### src/rtl/audio_match_pkg.sv
// Shared definitions for the audio template matcher.
// Holds the scoring FSM state encoding, the match threshold used when
// AUDIO_MATCHER_THRESH_EN is defined, and width helpers for the address,
// template-select and accumulator buses.
package audio_match_pkg;

    typedef enum logic [2:0] {
        IDLE,
        FETCH,
        DRAIN,
        COMPARE,
        DONE
    } state_e;

    // Width of an index that must count 0..n-1 (at least one bit).
    function automatic int idx_width(input int n);
        return (n > 1) ? $clog2(n) : 1;
    endfunction

    // Smallest width that holds the worst-case SAD: every sample at full-scale difference.
    function automatic int acc_width(input int samples, input int dw);
        return $clog2(samples * ((1 << dw) - 1) + 1);
    endfunction

    localparam int ACC_W = acc_width(1000, 10);

    localparam logic [19:0] MATCH_THRESH = 20'd40000;

endpackage

### src/rtl/audio_matcher_if.sv
// Bus between the matcher and its host.
// The host (master) issues start and returns the audio buffer and template ROM
// words; the matcher (slave) drives the shared sample address, the template
// bank select, busy/done status, and the best-match result.
interface audio_matcher_if #(
    parameter int SAMPLES   = 1000,
    parameter int TEMPLATES = 4,
    parameter int DW        = 10
) ();

    localparam int AW    = audio_match_pkg::idx_width(SAMPLES);
    localparam int TW    = audio_match_pkg::idx_width(TEMPLATES);
    localparam int ACC_W = audio_match_pkg::acc_width(SAMPLES, DW);

    logic             start;
    logic [AW-1:0]    addr;
    logic [TW-1:0]    tmpl_sel;
    logic [DW-1:0]    audio_data;
    logic [DW-1:0]    tmpl_data;
    logic             busy;
    logic             done;
    logic [TW-1:0]    match_idx;
    logic [ACC_W-1:0] match_score;
    logic             match_valid;

    modport master (
        output start, audio_data, tmpl_data,
        input  addr, tmpl_sel, busy, done, match_idx, match_score, match_valid
    );

    modport slave (
        input  start, audio_data, tmpl_data,
        output addr, tmpl_sel, busy, done, match_idx, match_score, match_valid
    );

endinterface

### src/rtl/sad_accumulator.sv
// Sum-of-absolute-differences datapath for one template pass.
// Ports: clk, reset (async active-low), clear (zero the pipeline and sum),
// enable (a/b hold a valid sample pair this cycle), a/b (audio and template
// words), acc (running SAD).
// The absolute difference is registered first and added one cycle later, so
// acc lags the last valid pair by two cycles.
module sad_accumulator #(
    parameter int DW    = 10,
    parameter int ACC_W = 20
) (
    input  logic             clk,
    input  logic             reset,
    input  logic             clear,
    input  logic             enable,
    input  logic [DW-1:0]    a,
    input  logic [DW-1:0]    b,
    output logic [ACC_W-1:0] acc
);

    logic [DW-1:0]    diff_q, diff_d;
    logic             diff_vld_q, diff_vld_d;
    logic [ACC_W-1:0] acc_q, acc_d;

    always_comb begin
        diff_d     = (a >= b) ? (a - b) : (b - a);
        diff_vld_d = enable;
        acc_d      = acc_q;
        if (diff_vld_q) begin
            acc_d = acc_q + ACC_W'(diff_q);
        end
        if (clear) begin
            diff_d     = '0;
            diff_vld_d = 1'b0;
            acc_d      = '0;
        end
    end

    always_ff @(posedge clk or negedge reset) begin
        if (!reset) begin
            diff_q     <= '0;
            diff_vld_q <= 1'b0;
            acc_q      <= '0;
        end else begin
            diff_q     <= diff_d;
            diff_vld_q <= diff_vld_d;
            acc_q      <= acc_d;
        end
    end

    assign acc = acc_q;

endmodule

### src/rtl/audio_matcher.sv
// Scores a captured utterance against TEMPLATES stored templates by SAD and
// reports the lowest-scoring template (ties go to the lowest index).
// Ports: clk, reset (async active-low), bus (audio_matcher_if slave:
// start, addr, tmpl_sel, audio_data, tmpl_data, busy, done, match_idx,
// match_score, match_valid).
// Optional macro AUDIO_MATCHER_THRESH_EN: match_valid reports whether the best
// score is within MATCH_THRESH; otherwise match_valid is always 1 at done.
module audio_matcher
    import audio_match_pkg::*;
#(
    parameter int SAMPLES   = 1000,
    parameter int TEMPLATES = 4,
    parameter int DW        = 10
) (
    input logic            clk,
    input logic            reset,
    audio_matcher_if.slave bus
);

    localparam int AW      = idx_width(SAMPLES);
    localparam int TW      = idx_width(TEMPLATES);
    localparam int SCORE_W = acc_width(SAMPLES, DW);

    state_e             state_q, state_d;
    logic [AW-1:0]      addr_q, addr_d;
    logic [TW-1:0]      tmpl_sel_q, tmpl_sel_d;
    logic               drain_cnt_q, drain_cnt_d;
    logic               rd_valid_q, rd_valid_d;
    logic [SCORE_W-1:0] best_score_q, best_score_d;
    logic [TW-1:0]      best_idx_q, best_idx_d;
    logic [TW-1:0]      match_idx_q, match_idx_d;
    logic [SCORE_W-1:0] match_score_q, match_score_d;
    logic               match_valid_q, match_valid_d;
    logic               acc_clear;
    logic [SCORE_W-1:0] acc;
    logic [SCORE_W-1:0] cand_score;
    logic [TW-1:0]      cand_idx;

    // rd_valid_q marks the cycle when the ROM/buffer words for a FETCH address arrive.
    sad_accumulator #(
        .DW    (DW),
        .ACC_W (SCORE_W)
    ) u_sad (
        .clk    (clk),
        .reset  (reset),
        .clear  (acc_clear),
        .enable (rd_valid_q),
        .a      (bus.audio_data),
        .b      (bus.tmpl_data),
        .acc    (acc)
    );

    always_comb begin
        state_d       = state_q;
        addr_d        = addr_q;
        tmpl_sel_d    = tmpl_sel_q;
        drain_cnt_d   = drain_cnt_q;
        rd_valid_d    = (state_q == FETCH);
        best_score_d  = best_score_q;
        best_idx_d    = best_idx_q;
        match_idx_d   = match_idx_q;
        match_score_d = match_score_q;
        match_valid_d = match_valid_q;
        acc_clear     = 1'b0;

        // Strict less-than keeps the earlier (lower) template on a tie.
        cand_score = best_score_q;
        cand_idx   = best_idx_q;
        if (acc < best_score_q) begin
            cand_score = acc;
            cand_idx   = tmpl_sel_q;
        end

        case (state_q)
            IDLE: begin
                if (bus.start) begin
                    state_d      = FETCH;
                    addr_d       = '0;
                    tmpl_sel_d   = '0;
                    best_score_d = '1;
                    best_idx_d   = '0;
                    acc_clear    = 1'b1;
                end
            end
            FETCH: begin
                if (addr_q == AW'(SAMPLES - 1)) begin
                    state_d     = DRAIN;
                    drain_cnt_d = 1'b0;
                end else begin
                    addr_d = addr_q + 1'b1;
                end
            end
            // Two cycles let the read latency and the difference register empty into acc.
            DRAIN: begin
                if (drain_cnt_q) begin
                    state_d = COMPARE;
                end else begin
                    drain_cnt_d = 1'b1;
                end
            end
            COMPARE: begin
                best_score_d = cand_score;
                best_idx_d   = cand_idx;
                if (tmpl_sel_q != TW'(TEMPLATES - 1)) begin
                    state_d    = FETCH;
                    tmpl_sel_d = tmpl_sel_q + 1'b1;
                    addr_d     = '0;
                    acc_clear  = 1'b1;
                end else begin
                    // Results are latched here so they are already valid while done is high.
                    state_d       = DONE;
                    match_idx_d   = cand_idx;
                    match_score_d = cand_score;
`ifdef AUDIO_MATCHER_THRESH_EN
                    match_valid_d = (cand_score <= SCORE_W'(MATCH_THRESH));
`else
                    match_valid_d = 1'b1;
`endif
                end
            end
            DONE: begin
                state_d = IDLE;
            end
            default: begin
                state_d = IDLE;
            end
        endcase
    end

    always_ff @(posedge clk or negedge reset) begin
        if (!reset) begin
            state_q       <= IDLE;
            addr_q        <= '0;
            tmpl_sel_q    <= '0;
            drain_cnt_q   <= 1'b0;
            rd_valid_q    <= 1'b0;
            best_score_q  <= '1;
            best_idx_q    <= '0;
            match_idx_q   <= '0;
            match_score_q <= '0;
            match_valid_q <= 1'b0;
        end else begin
            state_q       <= state_d;
            addr_q        <= addr_d;
            tmpl_sel_q    <= tmpl_sel_d;
            drain_cnt_q   <= drain_cnt_d;
            rd_valid_q    <= rd_valid_d;
            best_score_q  <= best_score_d;
            best_idx_q    <= best_idx_d;
            match_idx_q   <= match_idx_d;
            match_score_q <= match_score_d;
            match_valid_q <= match_valid_d;
        end
    end

    assign bus.addr        = addr_q;
    assign bus.tmpl_sel    = tmpl_sel_q;
    assign bus.busy        = (state_q != IDLE);
    assign bus.done        = (state_q == DONE);
    assign bus.match_idx   = match_idx_q;
    assign bus.match_score = match_score_q;
    assign bus.match_valid = match_valid_q;

endmodule

### src/flat_wrapper.sv
// flat-port wrapper written by rule: the top's interface ports become plain ports
module audio_matcher_flat import audio_match_pkg::*;
#(
    parameter int SAMPLES   = 1000,
    parameter int TEMPLATES = 4,
    parameter int DW        = 10
)
  (clk, reset, bus_start, bus_audio_data, bus_tmpl_data, bus_addr, bus_tmpl_sel, bus_busy, bus_done, bus_match_idx, bus_match_score, bus_match_valid);
  audio_matcher_if #(.SAMPLES(SAMPLES), .TEMPLATES(TEMPLATES), .DW(DW)) bus_i ();
  input logic clk;
  input logic reset;
  input wire logic [$bits(bus_i.start)-1:0] bus_start;
  input wire logic [$bits(bus_i.audio_data)-1:0] bus_audio_data;
  input wire logic [$bits(bus_i.tmpl_data)-1:0] bus_tmpl_data;
  output wire logic [$bits(bus_i.addr)-1:0] bus_addr;
  output wire logic [$bits(bus_i.tmpl_sel)-1:0] bus_tmpl_sel;
  output wire logic [$bits(bus_i.busy)-1:0] bus_busy;
  output wire logic [$bits(bus_i.done)-1:0] bus_done;
  output wire logic [$bits(bus_i.match_idx)-1:0] bus_match_idx;
  output wire logic [$bits(bus_i.match_score)-1:0] bus_match_score;
  output wire logic [$bits(bus_i.match_valid)-1:0] bus_match_valid;
  assign bus_i.start = bus_start;
  assign bus_i.audio_data = bus_audio_data;
  assign bus_i.tmpl_data = bus_tmpl_data;
  assign bus_addr = bus_i.addr;
  assign bus_tmpl_sel = bus_i.tmpl_sel;
  assign bus_busy = bus_i.busy;
  assign bus_done = bus_i.done;
  assign bus_match_idx = bus_i.match_idx;
  assign bus_match_score = bus_i.match_score;
  assign bus_match_valid = bus_i.match_valid;
  audio_matcher #(.SAMPLES(SAMPLES), .TEMPLATES(TEMPLATES), .DW(DW)) u_core (.clk(clk), .reset(reset), .bus(bus_i));
endmodule
### config.mk
export PLATFORM = sky130hd
export DESIGN_NAME = audio_matcher_flat
export DESIGN_NICKNAME = d
export VERILOG_FILES = /design/src/rtl/audio_match_pkg.sv /design/src/rtl/audio_matcher_if.sv /design/src/rtl/sad_accumulator.sv /design/src/rtl/audio_matcher.sv /design/src/flat_wrapper.sv
export SDC_FILE = /design/constraint.sdc
export NUM_CORES = 1
export LEC_CHECK = 0
export ABC_CLOCK_PERIOD_IN_PS = 3350
export BUFFER_PORTS_ARGS = -buffer_cell sky130_fd_sc_hd__clkbuf_2
export CORE_MARGIN = 10
export CORE_UTILIZATION = 35
export CTS_CLUSTER_DIAMETER = 30
export DETAILED_ROUTE_END_ITERATION = 7
export GPL_TIMING_DRIVEN = 0
export SYNTH_ARGS = -nofsm -noshare
export SYNTH_HDL_FRONTEND = slang
export SYNTH_SLANG_ARGS = --single-unit
export TNS_END_PERCENT = 50
### constraint.sdc
create_clock -name clk -period 3.35 [get_ports clk]
set_clock_uncertainty 0.2 [all_clocks]
set_input_delay 0.67 -clock clk [delete_from_list [all_inputs] [get_ports clk]]
set_output_delay 0.67 -clock clk [all_outputs]
set_load 0.005 [all_outputs]
; Yosys cells after proc, flatten, opt, wreduce, memory -nomap -nowiden
; Index checks and enable logic that the tools add are counted.
[word_totals]
in_bits = 23
register_bits = 93
[classes]
n_mux = 27
add_sub_neg = 5
reduce_logical = 12
n_eq_ne = 11
n_bitwise = 1
magnitude_cmp = 2
[op_table]
columns = cell, n
row1 = two-way mux 20 bit, 4
row2 = two-way mux 10 bit, 5
row3 = one-hot mux 20 bit (2 select lines), 1
row4 = one-hot mux 10 bit (3 select lines), 1
row5 = adder 20 x 10 -> 20 bit, 1
row6 = less-than comparator 20 bit, 1
row7 = subtractor 10 bit, 2
row8 = two-way mux 3 bit, 4
row9 = one-hot mux 3 bit (4 select lines), 1
row10 = "adder 10 x 1 -> 10 bit, second input constant", 1
row11 = "== test 10 bit, second input constant", 1
row12 = >= comparator 10 bit, 1
row13 = "!= test 2 bit, second input constant", 4
row14 = one-hot mux 2 bit (2 select lines), 2
row15 = "== test 3 x 2 -> 1 bit, second input constant", 2
row16 = two-way mux 2 bit, 3
row17 = AND reduction 2 bit, 3
row18 = AND reduction 3 bit, 2
row19 = nonzero test 2 bit, 3
row20 = nonzero test 3 bit, 2
row21 = two-way mux 1 bit, 4
row22 = "!= test 2 x 1 -> 1 bit, second input constant", 2
row23 = one-hot mux 1 bit (2 select lines), 2
row24 = AND reduction 4 bit, 1
row25 = 5 further kinds, 5

; Depth between registers and ports, before layout
[depth]
word_depth = 4
depth_mapped = 11
mapped_depth_nobuf = 10

; Hierarchy
; From an unflattened synthesis, not the netlist that was laid out.
[unflattened]
hier_cells = 673
area_unflattened_um2 = 6158.4
[by_module_without_submodules]
columns = mod, instances, area_per_inst_um2, cells_per_inst
row1 = audio_matcher, 1, 3484.6, 376
row2 = sad_accumulator, 1, 2673.8, 297

; Worst setup path after synthesis
; OpenSTA, ideal clock, no wires.
[synth_path]
path_kind = in2reg
from = input port bus_audio_data[0]
to = register u_core.u_sad.diff_q[8]
t_arrival_ps = 2564
required_ps = 3077
path_slack_ps = 513
cell_stages = 10
n_path_buf = 0
setup_time_ps = 73
path_cell_list = inv_1 -> ha_1 -> inv_1 -> fa_1 -> a21oi_4 -> o2111ai_4 -> a211oi_4 -> or3b_1 -> a21o_1 -> a21oi_2
[synth_via]
elab_chain_cells = 3
word_cells_on_any_way = 5
cone_classes = 2 x add/sub / 1 x order compare / 2 x mux
[synth_rtl]
columns = element, line_no
row1 = "start, declared", flat_wrapper.sv:13  ; input wire logic [$bits(bus_i.audio_data)-1:0] bus_audio_data;
row2 = subtractor 10 bit / >= comparator 10 bit (equally long branches), sad_accumulator.sv:25  ; diff_d = (a >= b) ? (a - b) : (b - a);
row3 = two-way mux 10 bit (*), sad_accumulator.sv:25
row4 = two-way mux 10 bit (*), sad_accumulator.sv:31  ; if (clear) begin
row5 = net u_core.u_sad.diff_d[8], sad_accumulator.sv:20  ; logic [DW-1:0] diff_q, diff_d;
row6 = "end signal, assigned", sad_accumulator.sv:44  ; diff_q <= diff_d;
row7 = "end, declared", sad_accumulator.sv:20
; The timed path passes the listed nets; every way through them passes the cells marked *.
; A chain may end at the register's enable or synchronous reset.

; Final worst setup path
[layout_path]
from = input port bus_audio_data[0]
to = register u_core.u_sad.diff_q[3]
; The elaborated chain is that of the path after synthesis.

==> impl_metrics.ini <==
[cells_and_area]
fin_area_um2 = 7000
multi_input_area_um2 = 3360
drive_gt1_share_pct = 15.8
fill_cells = 1793
final_nets = 842
area_growth_pct = 14.8
seqCellArea_um2 = 2350
antenna_cells = 0

[timing]
fin_setup_tns_ns = 0
finalCritPeriodShare_pct = 83.8
slew_headroom_pct = 59.2
min_period_ns = 2.81
setup_viol = 0
worst_pin_slew_ns = 0.611
rsz0062_at_grt = false
slew_viol_final = 0
final-hold-violation-count = 0
max_freq_ghz = 0.356

[setup_path]
cp_slowest_cell = fa_1
cp_slowest_stage_delay_ns = 0.44
crit_buf_inv = 4
cp_top_family = compound AO/OA/AOI/OAI gates
crit_arrival_ns = 2.83
cp-end-kind = register
worstRegToRegCells = 10
r2r_end = u_core.bus.match_score[18]
critical_path_peak_fanout = 10
cp_cell_sequence = clkbuf_2, inv_1, ha_1, inv_1, fa_1, a21oi_4, o2111ai_4, a211oi_4, buf_4, mux2i_1, xnor2_1, nor2_1
startpoint_type = input pin
r2r_slack_ns = 0.60
path_class = in2reg
cpMostUsedCell = inv_1
cp.required_ns = 3.37
reg2reg_from = u_core.best_score_q[18]

[global_routing]
overflow = 0
grt_pass1_wl_um = 25800
grt_pass1_vias = 5106
gr-usage-all-layers_pct = 13.0
antenna_found_initial = 0
grt_max_degree = 67

[power_and_ir_drop]
switching_share_pct = 35.9
seq_power_share_pct = 40.0
combinationalPowerShare_pct = 34.0
internal_power_mw = 2.53
switchingPower_mw = 1.42
p_per_area_nw_per_um2 = 564
p_clk_share_pct = 26.0
ir_worst_vdd_mv = 0.311
p_leak_nw = 3.43
finalPower_mw = 3.94

[synth]
ys_ff_latch = 93
yosysSeqAreaShare_pct = 38.6
yosysUniqueCellTypes = 63
syn_inst = 695
syn_area_um2 = 6100
async_flop_share_pct = 100
post_synth.cell_area_avg_um2 = 8.77
synth_edf_count = 0
syn_nets = 771
ys.warnings.count = 0
dominantRegCellSynth = dfrtp_1

[clock_tree]
cts_tree = done
clkTransAtPathRegs_ns = 0.07
cts-resized-gates = 0
cts_hold_buffers = 0
clk_path_buf_depth = 2
numCtsBuffers = 9
clock_latency_ns = 0.35
clock-root-buffer = clkbuf_16
htreeDepth = 3
cts_sinks = 93
cts_setup_buffers = 0

[die]
row_count = 48
die_area_um2 = 23100
die_h_um = 152
die_w_um = 152
start_util_pct = 35.5
coreArea_um2 = 17200
io_pins = 60

[routing]
wl_met3_um = 649
wl_met2_um = 6540
antenna_left = 0
first_iter_violations = 270
num_vias = 5142
drt-wirelength-per-cell_um = 14.8
viasPerCell = 5.16
drt_wl_total_um = 14700
first_pass_iters = 4
drc = 0
wl_met1_um = 7410
routed.top_layer = met4

[job]
drv_cap = 0

[placed_design]
numPortBuffers = 59
dp_hpwl_um = 11400
place_congestion = 0.833
placed_cell_area_um2 = 6700

[outcome]
status = finished, final reports clean

[hold_path]
hold_class = in2async
## power by group through the flow
stage	clock (mW)	sequential (mW)	combinational (mW)
after floorplan	0	1.49	1.06
after global placement	0	1.59	1.33
after detailed placement	0	1.59	1.35
after CTS	1.05	1.57	1.36
after global routing	1.10	1.61	1.56
final	1.03	1.58	1.34
## worst register-to-register path: stages (launching register included)
cell and delay (ns):
dfstp_2 0.55, inv_1 0.04, ha_1 0.30, nand4_1 0.15
nor2_1 0.09, a22oi_1 0.21, and2_1 0.15, clkbuf_1 0.21
clkbuf_1 0.40, nand3_1 0.18, a31oi_1 0.19
## synthesized netlist by cell type (13+ instances only)
cell type,count,area share (%)
a31oi_1,27,2.8
mux2i_1,16,2.6
dfrtp_1,73,30
o21ai_1,26,2.1
nand2_1,35,2.2
nand3_1,38,3.1
nor2_1,85,5.2
buf_2,13,1.1
ha_1,50,10
o21ai_0,33,2.7
inv_1,48,3.0
a21oi_1,30,2.5
dfstp_2,20,8.6
nand4_1,33,3.4
clkbuf_1,25,1.5
## area by class of cell
type                       count  area share, %
buffer                        44           2.91
multi-input combinational    509           48.0
sequential                    93           33.6
tap                          225           4.02
clock inverter                 3          0.661
timing repair buffer          60           4.65
inverter                      49           2.63
clock buffer                  13           3.57
## how the worst max path moves through the flow
stage,start,endpoint,depth (start not counted)
final,bus_audio_data[0],u_core.u_sad.diff_q[3],12
after global routing,u_core.best_score_q[18],u_core.bus.match_score[18],10
after CTS,bus_audio_data[0],u_core.u_sad.diff_q[3],12
after detailed placement,bus_audio_data[0],u_core.u_sad.diff_q[3],12
after global placement,bus_audio_data[0],u_core.u_sad.diff_q[2],12
after floorplan,bus_audio_data[0],u_core.u_sad.diff_q[8],10
## per-stage QoR
| stage | hold WS [ns] | worst slack, ns | instances | utilization (%) |
|---|---|---|---|---|
| floorplan | 0.174 | 0.513 | 695 | - |
| global placement | 0.234 | 0.199 | 979 | 38.9 |
| detailed placement | 0.238 | 0.170 | 980 | 39.0 |
| CTS | 0.0772 | 0.537 | 996 | 40.8 |
| global route | 0.0844 | 0.329 | 996 | 40.8 |
| finish | 0.0692 | 0.542 | 996 | 40.8 |
## routing by layer
| layer | GRT usage, % | vias up |
|---|---|---|
| met5 | 0 | - |
| met2 | 20.0 | 97 |
| met3 | 3.73 | 7 |
| met4 | 2.66 | 0 |
| li1 | - | 2601 |
| met1 | 17.7 | 2437 |
## state kept, by name, indices dropped and copies added (netlist names), 2 cells and up
| register | count |
|---|---|
| u_core.best_idx_q | 2 |
| u_core.best_score_q | 20 |
| u_core.bus.addr | 10 |
| u_core.bus.match_idx | 2 |
| u_core.bus.match_score | 20 |
| u_core.bus.tmpl_sel | 2 |
| u_core.state_q | 3 |
| u_core.u_sad.acc | 20 |
| u_core.u_sad.diff_q | 10 |
## kinds of logic (layout without fill, tap and decap cells)
| kind of cell | Yosys count | after routing | synth area share [%] |
|---|---|---|---|
| AOI/OAI and AO/OA | 166 | 166 | 17.3 |
| xor gates and xnor gates | 24 | 24 | 3.45 |
| adders and majority gates | 53 | 53 | 11.2 |
| buffers and inverters | 93 | 169 | 6.36 |
| DFF | 93 | 93 | 38.6 |
| muxes | 18 | 18 | 3.00 |
| and+or+nand+nor | 248 | 248 | 20.0 |
## layout by cell type (no fill, tap or decap), types with 4 or more instances in the layout
cell	n
xnor2_1	12
and2_1	5
xor2_1	12
ha_1	50
nor3_1	9
mux2i_1	16
dfrtp_1	73
a31oi_1	27
o21ai_0	33
nand3_1	38
a21oi_1	30
nand2_1	35
nor2_1	85
and3_1	6
buf_2	13
o21ai_1	26
a211oi_1	6
nand2b_1	7
nand4_1	33
nor2b_1	8
nand3b_1	4
o21bai_1	4
inv_1	48
clkbuf_1	28
dfstp_2	20
a21o_1	10
clkbuf_16	9
o211ai_1	4
clkbuf_2	58
No activity file was read; power rests on OpenSTA's default activity.
